File: config.mk
export PLATFORM = sky130hd
export DESIGN_NAME = instruction_loader
export DESIGN_NICKNAME = d
export VERILOG_FILES = /design/src/rtl/instruction_loader.sv
export SDC_FILE = /design/constraint.sdc
export NUM_CORES = 1
export LEC_CHECK = 0
export BUFFER_PORTS_ARGS = -buffer_cell sky130_fd_sc_hd__buf_2
export CAP_MARGIN = 5
export CORE_MARGIN = 3
export CORE_UTILIZATION = 60
export DETAILED_ROUTE_END_ITERATION = 7
export HOLD_SLACK_MARGIN = 0.03
export PLACE_DENSITY_LB_ADDON = 0.2
export SYNTH_ARGS = -nofsm -noshare
export SYNTH_HDL_FRONTEND = slang
export SYNTH_SLANG_ARGS = --single-unit
File: constraint.sdc
create_clock -name Clk -period 4.27 [get_ports Clk]
set_input_delay 0.854 -clock Clk [delete_from_list [all_inputs] [get_ports Clk]]
set_output_delay 0.854 -clock Clk [all_outputs]
set_load 0.02 [all_outputs]
File: src/rtl/instruction_loader.sv
// instruction_loader
//   Writer side of instruction memory. Receives a framed byte stream over a
//   valid/ready link, assembles big-endian 32-bit words and writes them to
//   consecutive word addresses starting at BASE_ADDR. The cores are held in
//   stall until the frame has been loaded successfully.
//
//   Frame: LEN_HI, LEN_LO (word count N), N x 4 data bytes (MSB first),
//          then one XOR checksum byte over the data bytes when
//          LOADER_CHECKSUM_EN is defined.
//
//   Configuration macro: LOADER_CHECKSUM_EN (checksum byte and CHECK state).
//
// Ports
//   Clk         clock, rising edge
//   Reset       synchronous, active-high
//   in_data     stream byte
//   in_valid    in_data valid
//   in_ready    loader accepts a byte this cycle
//   im_we       one-cycle write strobe per assembled word
//   im_addr     word address of the write
//   im_wdata    word to write
//   core_hold   stall for all cores while high
//   load_done   sticky, frame loaded successfully
//   load_error  sticky, frame rejected
module instruction_loader #(
  parameter int ADDR_WIDTH = 10,
  parameter int BASE_ADDR  = 0
) (
  input  logic                  Clk,
  input  logic                  Reset,
  input  logic [7:0]            in_data,
  input  logic                  in_valid,
  output logic                  in_ready,
  output logic                  im_we,
  output logic [ADDR_WIDTH-1:0] im_addr,
  output logic [31:0]           im_wdata,
  output logic                  core_hold,
  output logic                  load_done,
  output logic                  load_error
);

  localparam logic [2:0] S_LEN_HI = 3'd0;
  localparam logic [2:0] S_LEN_LO = 3'd1;
  localparam logic [2:0] S_DATA   = 3'd2;
`ifdef LOADER_CHECKSUM_EN
  localparam logic [2:0] S_CHECK  = 3'd3;
  localparam logic [2:0] S_FINAL  = S_CHECK;
`else
  localparam logic [2:0] S_FINAL  = 3'd4;
`endif
  localparam logic [2:0] S_DONE   = 3'd4;
  localparam logic [2:0] S_ERROR  = 3'd5;

  // Largest word count that fits between BASE_ADDR and the top of memory.
  localparam logic [31:0] MAX_WORDS = (32'd1 << ADDR_WIDTH) - 32'(BASE_ADDR);
  localparam logic [ADDR_WIDTH-1:0] BASE = ADDR_WIDTH'(BASE_ADDR);
  localparam logic [ADDR_WIDTH-1:0] ADDR_ONE = {{(ADDR_WIDTH-1){1'b0}}, 1'b1};

  logic [2:0]            state_q, state_d;
  logic [15:0]           cnt_q, cnt_d;      // LEN_HI staging, then words left
  logic [1:0]            bcnt_q, bcnt_d;    // byte position within a word
  logic [23:0]           word_q, word_d;    // first three bytes of a word
  logic [ADDR_WIDTH-1:0] addr_q, addr_d;
  logic                  we_q, we_d;
  logic [31:0]           wdata_q, wdata_d;
`ifdef LOADER_CHECKSUM_EN
  logic [7:0]            csum_q, csum_d;
`endif

  logic        accept;
  logic [15:0] len_full;

  assign in_ready   = (state_q != S_DONE) && (state_q != S_ERROR);
  assign accept     = in_valid && in_ready;
  assign len_full   = {cnt_q[15:8], in_data};

  assign im_we      = we_q;
  assign im_addr    = addr_q;
  assign im_wdata   = wdata_q;
  assign core_hold  = (state_q != S_DONE);
  assign load_done  = (state_q == S_DONE);
  assign load_error = (state_q == S_ERROR);

  always_comb begin
    state_d = state_q;
    cnt_d   = cnt_q;
    bcnt_d  = bcnt_q;
    word_d  = word_q;
    addr_d  = addr_q;
    we_d    = 1'b0;
    wdata_d = wdata_q;
`ifdef LOADER_CHECKSUM_EN
    csum_d  = csum_q;
`endif

    // Advance past a word once its write strobe has gone out. The count
    // check guarantees the last write lands at or below the top address,
    // so holding there keeps the index from wrapping.
    if (we_q && (addr_q != '1)) addr_d = addr_q + ADDR_ONE;

    case (state_q)
      S_LEN_HI: begin
        if (accept) begin
          cnt_d   = {in_data, 8'h00};
          state_d = S_LEN_LO;
        end
      end
      S_LEN_LO: begin
        if (accept) begin
          cnt_d = len_full;
          if ({16'd0, len_full} > MAX_WORDS) state_d = S_ERROR;
          else if (len_full == 16'd0)        state_d = S_FINAL;
          else                               state_d = S_DATA;
        end
      end
      S_DATA: begin
        if (accept) begin
`ifdef LOADER_CHECKSUM_EN
          csum_d = csum_q ^ in_data;
`endif
          bcnt_d = bcnt_q + 2'd1;
          if (bcnt_q == 2'd3) begin
            we_d    = 1'b1;
            wdata_d = {word_q, in_data};
            cnt_d   = cnt_q - 16'd1;
            if (cnt_q == 16'd1) state_d = S_FINAL;
          end else begin
            word_d = {word_q[15:0], in_data};
          end
        end
      end
`ifdef LOADER_CHECKSUM_EN
      S_CHECK: begin
        if (accept) state_d = (in_data == csum_q) ? S_DONE : S_ERROR;
      end
`endif
      default: ;  // DONE / ERROR hold until Reset
    endcase
  end

  always_ff @(posedge Clk) begin
    if (Reset) begin
      state_q <= S_LEN_HI;
      cnt_q   <= '0;
      bcnt_q  <= '0;
      word_q  <= '0;
      addr_q  <= BASE;
      we_q    <= 1'b0;
      wdata_q <= '0;
`ifdef LOADER_CHECKSUM_EN
      csum_q  <= '0;
`endif
    end else begin
      state_q <= state_d;
      cnt_q   <= cnt_d;
      bcnt_q  <= bcnt_d;
      word_q  <= word_d;
      addr_q  <= addr_d;
      we_q    <= we_d;
      wdata_q <= wdata_d;
`ifdef LOADER_CHECKSUM_EN
      csum_q  <= csum_d;
`endif
    end
  end

endmodule

==> results of run 1 <==
## routing by layer
layer	global-route usage (%)	vias to the layer above	routed length, um
li1	-	1791	-
met1	33.8	1726	4170
met2	45.0	128	4670
met3	4.85	17	570
met4	9.35	0	175
met5	0	-	0
## synth_stat cells (all sizes together), types with 2 or more instances
cell type	n	share of area (%)
buf	10	1.3
nand2b	2	0.32
nand3	7	0.91
nor4	12	2.5
or3b	2	0.45
a32oi	2	0.45
o211ai	2	0.39
and3	6	0.97
o21ai	17	2.2
inv	9	0.87
xnor2	2	0.45
and2	2	0.32
dfxtp	88	46
nand2	126	12
a31oi	6	0.97
clkbuf	20	1.9
nand4	7	1.1
nor3	11	1.6
nor3b	7	1.5
a22oi	2	0.39
or4	3	0.58
and4	3	0.68
nor2	24	2.3
or3	5	0.84
a21oi	72	9.3
a32o	4	1.0
ha	4	1.3
xor2	4	0.91
a211oi	4	0.78
a22o	2	0.45
o31ai	2	0.39
nor2b	2	0.32
o32ai	2	0.65
mux2i	3	0.78
## power groups by stage
stage                     combinational [mW]  clock (mW)  sequential (mW)
after floorplan                        0.207           0            0.885
after global placement                 0.266           0            0.897
after detailed placement               0.268           0            0.898
after CTS                              0.271       0.650            0.879
after global routing                   0.302       0.685            0.885
final                                  0.278       0.642            0.881
## metrics by stage
step / total power, mW / hold slack (ns) / setup WS [ns]
2_1_floorplan: 1.09 / 0.432 / 2.15
3_3_place_gp: 1.16 / 0.438 / 1.82
3_5_place_dp: 1.17 / 0.443 / 1.76
4_1_cts: 1.80 / 0.454 / 1.77
5_1_grt: 1.87 / 0.474 / 1.44
6_report: 1.80 / 0.453 / 1.79
## worst paths after layout
check | to | slack (ns) | cells past startpoint
setup reg to reg | im_wdata[12] | 1.79 | 5
hold reg to reg | im_wdata[3] | 0.45 | 2
hold / removal | im_wdata[3] | 0.45 | 2
setup / recovery | im_wdata[12] | 1.79 | 5
## state kept, by name, indices dropped and copies added (netlist names)
name      count
cnt_q        16
im_addr      10
bcnt_q        2
state_q       3
im_wdata     32
word_q       24
im_we         1
## worst reg2reg max path, stage by stage (launching register included)
cell     delay [ns]
dfxtp_1        0.54
nor3b_1        0.23
buf_4          0.27
nand3_1        0.85
nand2_1        0.33
a21oi_1        0.10
## final cells by class
| class | instances | area [um^2] | share of cell area, % |
|---|---|---|---|
| timing repair buffer | 61 | 315 | 7.20 |
| multi-input combinational | 360 | 1940 | 44.4 |
| clock inverter | 6 | 90.1 | 2.06 |
| sequential | 88 | 1760 | 40.3 |
| inverter | 9 | 33.8 | 0.772 |
| clock buffer | 10 | 138 | 3.14 |
| tap | 75 | 93.8 | 2.14 |
## cells by family (layout without fill, tap and decap cells)
kind of cell             Yosys count  count (layout)
flip-flops                        88              88
adder cells (fa/ha/maj)            4               4
AO/OA/AOI/OAI                    125             125
XOR/XNOR                           6               6
multiplexers                       3               3
buffers and inverters             39              86
AND/OR/NAND/NOR                  222             222
==> results.py, run 1 <==
metrics = {
    "run_status": {
        "status": "complete, no violations",
    },
    "cts": {
        "cts-hold-fix-buffers": 0,
        "clk_path_buf_depth": 2,
        "clkLatencyLatePin_ns": 0.34,
        "cts_buffers": 9,
        "clock-sinks": 88,
        "postCtsSetupBuffers": 0,
        "cts.clk_slew.worst_paths_ns": 0.09,
        "root_buffer": "clkbuf_8",
        "tritoncts": "done",
        "htreeDepth": 3,
        "cts_resized": 0,
    },
    "layout": {
        "final_cell_mix": "126 x nand2_1, 88 x dfxtp_1, 72 x a21oi_1, 57 x buf_2, 24 x nor2_1",
        "final_area_um2": 4380,
        "utilization_pct": 72.2,
        "fillers": 498,
        "finalNonFillerCells": 609,
        "mostFrequentLayoutCell": "nand2_1",
        "finalNetCount": 544,
        "area_growth_pct": 13.3,
        "n_antenna_cell": 0,
        "final_layout_size_suffix_gt1_share_pct": 15.9,
    },
    "power_and_ir_drop": {
        "power.density_nw_per_um2": 411,
        "ir_drop_mv": 0.293,
        "share_comb_of_total_power_pct": 15.4,
        "p_int_mw": 1.29,
        "swShare_pct": 28.4,
        "p_seq_share_pct": 48.9,
        "p_switching_mw": 0.512,
        "power.leakage_nw": 1.66,
        "clockPowerShare_pct": 35.6,
    },
    "placement": {
        "dpl.cell_count": 593,
        "dpl-instance-area_um2": 4150,
        "io_buffers": 57,
        "gp_congestion": 0.873,
        "dp_hpwl_um": 6160,
    },
    "timing": {
        "maxSlewViolCount": 0,
        "max_slew.worst_pin.slew_ns": 1.17,
        "fin_crit_sh_pct": 58.0,
        "hold_violations": 0,
        "rsz0062_at_grt": "no",
        "finalSetupTns_ns": 0,
        "finalSetupViolations": 0,
        "fmax_mhz": 404,
        "min_period_ns": 2.48,
        "finClkSkew_ns": 0.00795,
        "slew_headroom_pct": 21.6,
    },
    "min_path": {
        "hp-class": "flip-flop to flip-flop",
        "min_from": "im_wdata[3]",
    },
    "synth": {
        "synth-seq-area-share_pct": 45.6,
        "ys_ff_latch": 88,
        "syn_nets": 502,
        "ys_warn_count": 0,
        "synth_fa_ha_area_share_pct": 1.30,
        "ys_types": 56,
        "synth_xor_area_share_pct": 1.36,
        "synth.cell_area_um2": 3860,
        "async_reset_ff_share_pct": 0,
        "muxShareOfSynthArea_pct": 0.777,
        "synth_compound_area_share_pct": 19.6,
        "ys.flop_type": "dfxtp_1",
        "syn_avg_cell_area_um2": 7.93,
        "syn_inst": 487,
        "yosys.area_share.simple_pct": 27.3,
        "synth_top_family_by_area": "simple AND/OR/NAND/NOR gates",
        "synth_edf_count": 0,
    },
    "critical_path": {
        "critical_path.startpoint": "state_q[1]",
        "cp_cell_sequence": "nor3b_1 > buf_4 > nand3_1 > nand2_1 > a21oi_1",
        "cp_max_fo": 33,
        "arrival_ns": 2.67,
        "r2r_start": "state_q[1]",
        "crit_family": "simple AND/OR/NAND/NOR gates",
        "path_class": "flip-flop to flip-flop",
        "critical-path-max-stage-delay_ns": 0.84,
        "critPathRequiredTime_ns": 4.46,
        "slowest_stage": "nand3_1",
        "cp-start-kind": "flip-flop",
        "end_kind": "flip-flop",
        "path_buf_inv": 1,
    },
    "routing": {
        "route.detailed.drc": 0,
        "viasPerCell": 6.01,
        "via_count": 3662,
        "wl_per_cell_um": 15.8,
        "first_iter_violations": 264,
        "ant_nets": 0,
        "wirelength_um": 9590,
        "drtPass1Iterations": 5,
    },
    "global_routing": {
        "grt_max_degree": 46,
        "antenna_found_initial": 0,
        "track_usage_pct": 26.5,
        "grt_pass1_wl_um": 15800,
        "grt_pass1_vias": 3386,
        "gr-total-overflow": 0,
    },
    "run": {
        "cap_viol_max_count": 0,
    },
    "die": {
        "die_h_um": 86.2,
        "start_util_pct": 63.7,
        "die_area_um2": 7440,
        "die_width_um": 86.2,
        "ios": 58,
        "row_count": 28,
        "core_um2": 6060,
    },
}
Note: power is estimated with default switching activity, not from simulation.
==> run 2: changes to the inputs <==
--- a/config.mk
+++ b/config.mk
@@ -8,7 +8,7 @@
 export BUFFER_PORTS_ARGS = -buffer_cell sky130_fd_sc_hd__buf_2
 export CAP_MARGIN = 5
 export CORE_MARGIN = 3
-export CORE_UTILIZATION = 60
+export CORE_UTILIZATION = 51
 export DETAILED_ROUTE_END_ITERATION = 7
 export HOLD_SLACK_MARGIN = 0.03
 export PLACE_DENSITY_LB_ADDON = 0.2
==> constraint.sdc (replaced) <==
create_clock -name Clk -period 2.1 [get_ports Clk]
set_input_delay 0.42 -clock Clk [delete_from_list [all_inputs] [get_ports Clk]]
set_output_delay 0.42 -clock Clk [all_outputs]
set_load 0.02 [all_outputs]
==> results.py, run 2 (synthesis gave the netlist of run 1 again) <==
metrics = {
    "layout": {
        "final_layout_size_suffix_gt1_share_pct": 18.7,
        "fillers": 691,
        "area_growth_pct": 18.4,
        "mostFrequentLayoutCell": "nand2_1",
        "largest_register_ffs": 32,
        "finalNetCount": 562,
        "n_antenna_cell": 0,
        "final_cell_mix": "126 x nand2_1, 88 x dfxtp_1, 72 x a21oi_1, 57 x buf_2, 24 x nor2_1",
    },
    "cts": {
        "postCtsSetupBuffers": 0,
        "cts_buffers": 9,
        "cts_resized": 0,
        "cts-hold-fix-buffers": 0,
        "htreeDepth": 3,
        "clock-sinks": 88,
        "cts.clk_slew.worst_paths_ns": 0.09,
        "clk_path_buf_depth": 2,
        "tritoncts": "done",
        "root_buffer": "clkbuf_8",
        "clkLatencyLatePin_ns": 0.35,
    },
    "min_path": {
        "holdPathEnd": "im_wdata[0]",
        "hp-class": "primary input to flip-flop",
        "whs_path_depth": 3,
        "min_from": "in_data[0]",
    },
    "die": {
        "core_um2": 7290,
        "die_h_um": 93.0,
        "die_width_um": 93.0,
        "start_util_pct": 53.0,
        "die_area_um2": 8660,
        "row_count": 31,
        "ios": 58,
    },
    "timing": {
        "min_period_ns": 1.90,
        "maxSlewViolCount": 0,
        "max_slew.worst_pin.slew_ns": 0.556,
        "whs_ns": 0.358,
        "finalSetupViolations": 0,
        "slew_headroom_pct": 62.6,
        "fin_crit_sh_pct": 90.4,
        "rsz0062_at_grt": "no",
        "finalSetupTns_ns": 0,
        "finClkSkew_ns": 0.0126,
        "fmax_mhz": 526,
        "hold_violations": 0,
    },
    "routing": {
        "wirelength_um": 9730,
        "wl_per_cell_um": 14.9,
        "route.detailed.drc": 0,
        "ant_nets": 0,
        "first_iter_violations": 236,
        "viasPerCell": 5.64,
        "drtPass1Iterations": 5,
        "via_count": 3674,
    },
    "placement": {
        "dp_hpwl_um": 6900,
        "io_buffers": 57,
        "gp_congestion": 0.981,
    },
    "critical_path": {
        "r2r_start": "cnt_q[4]",
        "slowest_stage": "dfxtp_1",
        "end_kind": "output port",
        "cp-start-kind": "flip-flop",
        "crit_top_cell": "inv_1",
        "critPathRequiredTime_ns": 1.68,
        "arrival_ns": 1.48,
        "cp_max_fo": 7,
        "cp_cell_sequence": "inv_1 > or3_1 > inv_1 > buf_2",
        "critical-path-max-stage-delay_ns": 0.43,
        "r2r_slack_ns": 0.26,
        "timing.rr.end": "cnt_q[13]",
        "path_class": "flip-flop to output port",
        "rr_worst_depth": 5,
    },
    "global_routing": {
        "grt_pass1_vias": 3420,
        "gr-total-overflow": 0,
        "antenna_found_initial": 0,
        "grt_pass1_wl_um": 16200,
        "track_usage_pct": 23.3,
        "grt_max_degree": 37,
    },
    "power_and_ir_drop": {
        "power.density_nw_per_um2": 827,
        "ir_drop_mv": 0.360,
        "power.leakage_nw": 1.76,
    },
    "run": {
        "cap_viol_max_count": 0,
    },
    "run_status": {
        "status": "complete, no violations",
    },
}
-- run 2: worst max-delay path by stage --
stage / startpoint / end / slack, ns / cells after the start
floorplan: cnt_q[0] / cnt_q[14] / 0.36 / 6
global placement: in_data[3] / state_q[2] / 0.30 / 5
detailed placement: in_data[3] / state_q[2] / 0.27 / 5
CTS: state_q[2] / load_done / 0.17 / 4
global route: state_q[0] / cnt_q[10] / 0.08 / 5
finish: state_q[2] / load_done / 0.20 / 4
-- run 2: cell type report --
cell class	count	area, um^2	share of cell area, %
Clock buffer	10	138	3.01
Clock inverter	6	97.6	2.13
Inverter	9	33.8	0.739
Multi-Input combinational cell	360	1940	42.5
Sequential cell	88	1760	38.5
Tap cell	99	124	2.71
Timing Repair Buffer	79	475	10.4
-- run 2: worst max-delay path: cells and delay by family, from the launching register on --
family,cells,cell delay (ns)
buffers and inverters,3,0.31
and+or+nand+nor,1,0.39
DFF,1,0.43
-- run 2: metal layers --
layer  track usage, %  vias to the layer above  wire length (um)
met1             31.4                     1700              4480
met4             10.3                        0               250
met3             3.94                       25               473
li1                 -                     1838                 -
met5                0                        -                 0
met2             36.8                      111              4520
-- run 2: through the flow --
| stage | util [%] | std cells | setup WS [ns] | cell area, um^2 | total power, mW |
|---|---|---|---|---|---|
| 6_report | 62.7 | 651 | 0.201 | 4570 | 3.78 |
| 4_1_cts | 62.7 | 651 | 0.173 | 4570 | 3.81 |
| 3_3_place_gp | 59.5 | 635 | 0.301 | 4340 | 2.46 |
| 5_1_grt | 62.7 | 651 | 0.0849 | 4570 | 3.95 |
| 3_5_place_dp | 59.5 | 635 | 0.269 | 4340 | 2.46 |
| 2_1_floorplan | - | 487 | 0.359 | 3860 | 2.22 |
-- run 2: power breakdown --
part	switching (mW)	total, mW	internal [mW]
Sequential	0.0779	1.79	1.71
Combinational	0.380	0.645	0.265
Clock	0.625	1.35	0.722
